$ cat config.mk
export PLATFORM = sky130hd
export DESIGN_NAME = sata_scrambler
export DESIGN_NICKNAME = d
export VERILOG_FILES = /design/src/rtl/test_rx_checker.sv
export SDC_FILE = /design/constraint.sdc
export NUM_CORES = 1
export LEC_CHECK = 0
export CELL_PAD_IN_SITES_DETAIL_PLACEMENT = 0
export CELL_PAD_IN_SITES_GLOBAL_PLACEMENT = 1
export CORE_MARGIN = 8
export CORE_UTILIZATION = 44
export DETAILED_ROUTE_END_ITERATION = 8
export PLACE_DENSITY = 0.94
export SYNTH_ARGS = -nofsm -noshare
export SYNTH_HDL_FRONTEND = slang
export SYNTH_SLANG_ARGS = --single-unit
export TNS_END_PERCENT = 1
$ cat constraint.sdc
create_clock -name clk -period 4.9 [get_ports clk]
set_clock_uncertainty 0.05 [all_clocks]
set_input_delay 0.98 -clock clk [delete_from_list [all_inputs] [get_ports clk]]
set_output_delay 0.98 -clock clk [all_outputs]
set_load 0.03 [all_outputs]
$ cat src/rtl/test_rx_checker.sv
// Receive-side checker for the scrambler-based test packet stream: regenerates the
// expected payload, checks data, length and framing, and keeps saturating statistics.

module sata_scrambler #(
  parameter logic [15:0] G_INIT_VAL = 16'h55AA
) (
  input  logic        clk,
  input  logic        p_in_SOF,
  input  logic        p_in_en,
  output logic [31:0] p_out_result
);
  logic [15:0] lfsr_q, lfsr_d, adv;
  logic [31:0] word;

  // Galois LFSR x^16+x^15+x^13+x^4+1, 32 serial steps per output word
  always_comb begin
    word = '0;
    adv  = lfsr_q;
    for (int i = 0; i < 32; i++) begin
      word[i] = adv[15];
      adv     = {adv[14:0], 1'b0} ^ (adv[15] ? 16'hA011 : 16'h0000);
    end
    lfsr_d = lfsr_q;
    if (p_in_SOF)     lfsr_d = G_INIT_VAL;
    else if (p_in_en) lfsr_d = adv;
  end

  always_ff @(posedge clk) lfsr_q <= lfsr_d;

  assign p_out_result = word;
endmodule


==> results by group <==
Floorplan
  – IO Count: 35
  – Site row count: 25
  – Die extent in x: 86.6 um
  – CORE AREA: 4750 um2
  – Vert. Die Dim: 86.6 um
  – Die area: 7500 um2
  – Effective utilization at floorplan: 46.1%

STA
  – Maximum frequency from static timing analysis: 0.211 GHz
  – Slew @ Worst Pin: 1.10 ns
  – Final TNS setup: 0 ns
  – Final-report setup violation count: 0
  – Worst Hold Slack: 0.525 ns
  – Final Slew Violations: 0
  – RSZ-0062 raised after global routing: no
  – Share of the cycle needed by the critical path after routing: 96.5%
  – Post-layout min period: 4.73 ns
  – Total count of hold-check failures in the final report: 0
  – Tightest slew margin relative to the limit: 26.8%

Global routing
  – Number of global-route vias before repair: 1,424
  – Antenna violations before repair: 0
  – Maximum number of pins on one net before global-route repair: 27
  – Leftover overflow at the end of global routing: 0
  – Wire length of the first global-routing pass: 8.06 mm
  – GRT Resource Usage Total: 14.0%

Worst setup path
  – Critical path data arrival time: 3.70 ns
  – Critical path class: flop to output port
  – Type of destination of the critical path: output port
  – Critical path peak fanout: 6
  – Crit path launch type: flop
  – Worst path required time: 3.87 ns

Min path
  – Tightest Hold Check Type: flop to flop

Clocking
  – Sinks on the clock net: 16
  – Number of levels the H-tree was split into: 1
  – TritonCTS clock tree: built
  – Clock insertion delay at the later pin of the skew report: 0.26 ns
  – CTS clk-pin slew, worst paths: 0.07 ns
  – Clock buffers created by TritonCTS: 3
  – Clock Path Buffers: 2
  – Root buffer selected by CTS: sky130_fd_sc_hd__clkbuf_8

Drt
  – Number of antenna-violating nets in the routed design: 0
  – Wire per inst: 17.6 um
  – Drt total wl: 4.95 mm
  – Number of remaining DRC errors: 0
  – First-pass DRT Iterations: 4
  – Mean number of vias per cell: 4.72
  – Via total after detailed routing: 1,325
  – Number of violations reported at the end of detailed-routing iteration 0: 62

Cells and area
  – Register containing the most flip-flops in the final layout: lfsr_q
  – Layout cell share with drive strength beyond 1: 17.3%
  – Total inserted antenna cells: 0
  – Filler Cell Count: 427
  – Core Util, Final: 54.9%
  – Final net count: 218
  – Flip-flop count of the largest register, all copies and words added: 16
  – Biggest registers after layout: lfsr_q x16
  – Layout-stage area growth over the synthesis result: 19.1%

Synth
  – Synth top area cells: sky130_fd_sc_hd__xnor2_1 22%, sky130_fd_sc_hd__dfxtp_1 15%, sky130_fd_sc_hd__xnor3_1 14%, sky130_fd_sc_hd__xor2_1 9.2%, sky130_fd_sc_hd__xnor3_2 6.5%
  – Number of library cell types mapped by synthesis: 26
  – Share of the synthesized area in the top cell type: 21.6%
  – Library cell occupying the most area in the post-synthesis netlist: sky130_fd_sc_hd__xnor2_1
  – Async SR Flop Fraction: 0%
  – Share of synthesized area occupied by flip-flops and latches: 14.6%
  – Cell with the most instances after synthesis: sky130_fd_sc_hd__xnor2_1
  – Mapped Nets: 191
  – Register bit count reported by yosys: 16
  – Number of enable-type register cells in the synthesized netlist: 0
  – Synthesized area: 2190 um2
  – Yosys warns: 0
  – Cell types with the highest counts after synthesis: 54 x sky130_fd_sc_hd__xnor2_1, 23 x sky130_fd_sc_hd__xor2_1, 16 x sky130_fd_sc_hd__dfxtp_1
  – Number of standard cells after synthesis: 188
  – Most used flip-flop cell after synthesis: sky130_fd_sc_hd__dfxtp_1
  – Mean Syn Cell Area: 11.7 um2

Placed design
  – Port buffer count: 34
  – Post-DP HPWL: 3.99 mm
  – Gp weighted congestion: 0.895

Run
  – Max-cap viol count: 0

Run status
  – Result of the run: complete, no violations
## what timing repair did
item	CTS	global route
setup buffers	0	0
resized for setup	1	2
hold buffers	0	0
endpoints found under the setup margin	1	2
## logic make-up (layout without fill, tap and decap cells)
family,Yosys count,after routing,synth area share [%]
compound gates,10,10,3.25
simple gates,20,20,4.34
xor+xnor,113,113,68.6
flops,16,16,14.6
buf+inv,23,49,6.51
mux,6,6,2.74
## critical path, stage by stage, from the launching register on
cell and delay [ns]:
sky130_fd_sc_hd__dfxtp_2 0.47, sky130_fd_sc_hd__xnor3_2 0.40, sky130_fd_sc_hd__xnor3_2 0.45, sky130_fd_sc_hd__xnor2_1 0.31, sky130_fd_sc_hd__xnor3_2 0.56, sky130_fd_sc_hd__xnor2_4 0.34, sky130_fd_sc_hd__xor2_2 0.22, sky130_fd_sc_hd__clkdlybuf4s50_1 0.70
## cell type report
cell class                 instances  area (um2)  share of cell area [%]
multi-input combinational        149        1740                    66.5
timing repair buffer              42         400                    15.3
sequential                        16         323                    12.4
tap                               67        83.8                    3.21
clock buffer                       4        55.1                    2.11
inverter                           3        11.3                   0.431
## routing by layer
layer | up-vias | share of wire (%) | routed length [um] | global-route usage, %
met4 | 0 | 1.2 | 60 | 2.66
met1 | 630 | 44 | 2190 | 18.2
met3 | 6 | 6.1 | 301 | 3.21
met5 | - | 0 | 0 | 0
met2 | 38 | 48 | 2400 | 23.0
li1 | 651 | - | - | -
## cell usage in the layout (no fill, tap or decap)
| master | n |
|---|---|
| sky130_fd_sc_hd__a211o_1 | 3 |
| sky130_fd_sc_hd__a211o_2 | 1 |
| sky130_fd_sc_hd__a211oi_1 | 2 |
| sky130_fd_sc_hd__a21oi_1 | 4 |
| sky130_fd_sc_hd__buf_4 | 8 |
| sky130_fd_sc_hd__clkbuf_8 | 4 |
| sky130_fd_sc_hd__clkdlybuf4s50_1 | 34 |
| sky130_fd_sc_hd__dfxtp_1 | 14 |
| sky130_fd_sc_hd__dfxtp_2 | 2 |
| sky130_fd_sc_hd__inv_1 | 3 |
| sky130_fd_sc_hd__mux2i_1 | 6 |
| sky130_fd_sc_hd__nor2_1 | 12 |
| sky130_fd_sc_hd__nor2b_1 | 4 |
| sky130_fd_sc_hd__or2_2 | 4 |
| sky130_fd_sc_hd__xnor2_1 | 53 |
| sky130_fd_sc_hd__xnor2_2 | 4 |
| sky130_fd_sc_hd__xnor2_4 | 4 |
| sky130_fd_sc_hd__xnor3_1 | 14 |
| sky130_fd_sc_hd__xnor3_2 | 6 |
| sky130_fd_sc_hd__xnor3_4 | 1 |
| sky130_fd_sc_hd__xor2_1 | 23 |
| sky130_fd_sc_hd__xor2_2 | 1 |
| sky130_fd_sc_hd__xor3_1 | 5 |
| sky130_fd_sc_hd__xor3_2 | 2 |
## worst paths after layout
check | startpoint | to | slack (ns) | cells after the start
worst min register to register | lfsr_q[0] | lfsr_q[0] | 0.52 | 2
worst min-delay path | lfsr_q[0] | lfsr_q[0] | 0.52 | 2
worst max register to register | lfsr_q[6] | lfsr_q[13] | 1.51 | 8
worst max-delay path | lfsr_q[14] | p_out_result[27] | 0.17 | 7
## per-stage QoR
stage / instance area (um2) / std cells / setup WS (ns)
6_report: 2610 / 281 / 0.169
5_1_grt: 2610 / 281 / 0.00414
4_1_cts: 2600 / 281 / 0.110
3_5_place_dp: 2540 / 277 / 0.276
3_3_place_gp: 2540 / 277 / 0.307
2_1_floorplan: 2190 / 188 / 0.714
Power is not shown: default switching activity piles up to over one toggle a cycle in this logic, so the estimate is an artifact.
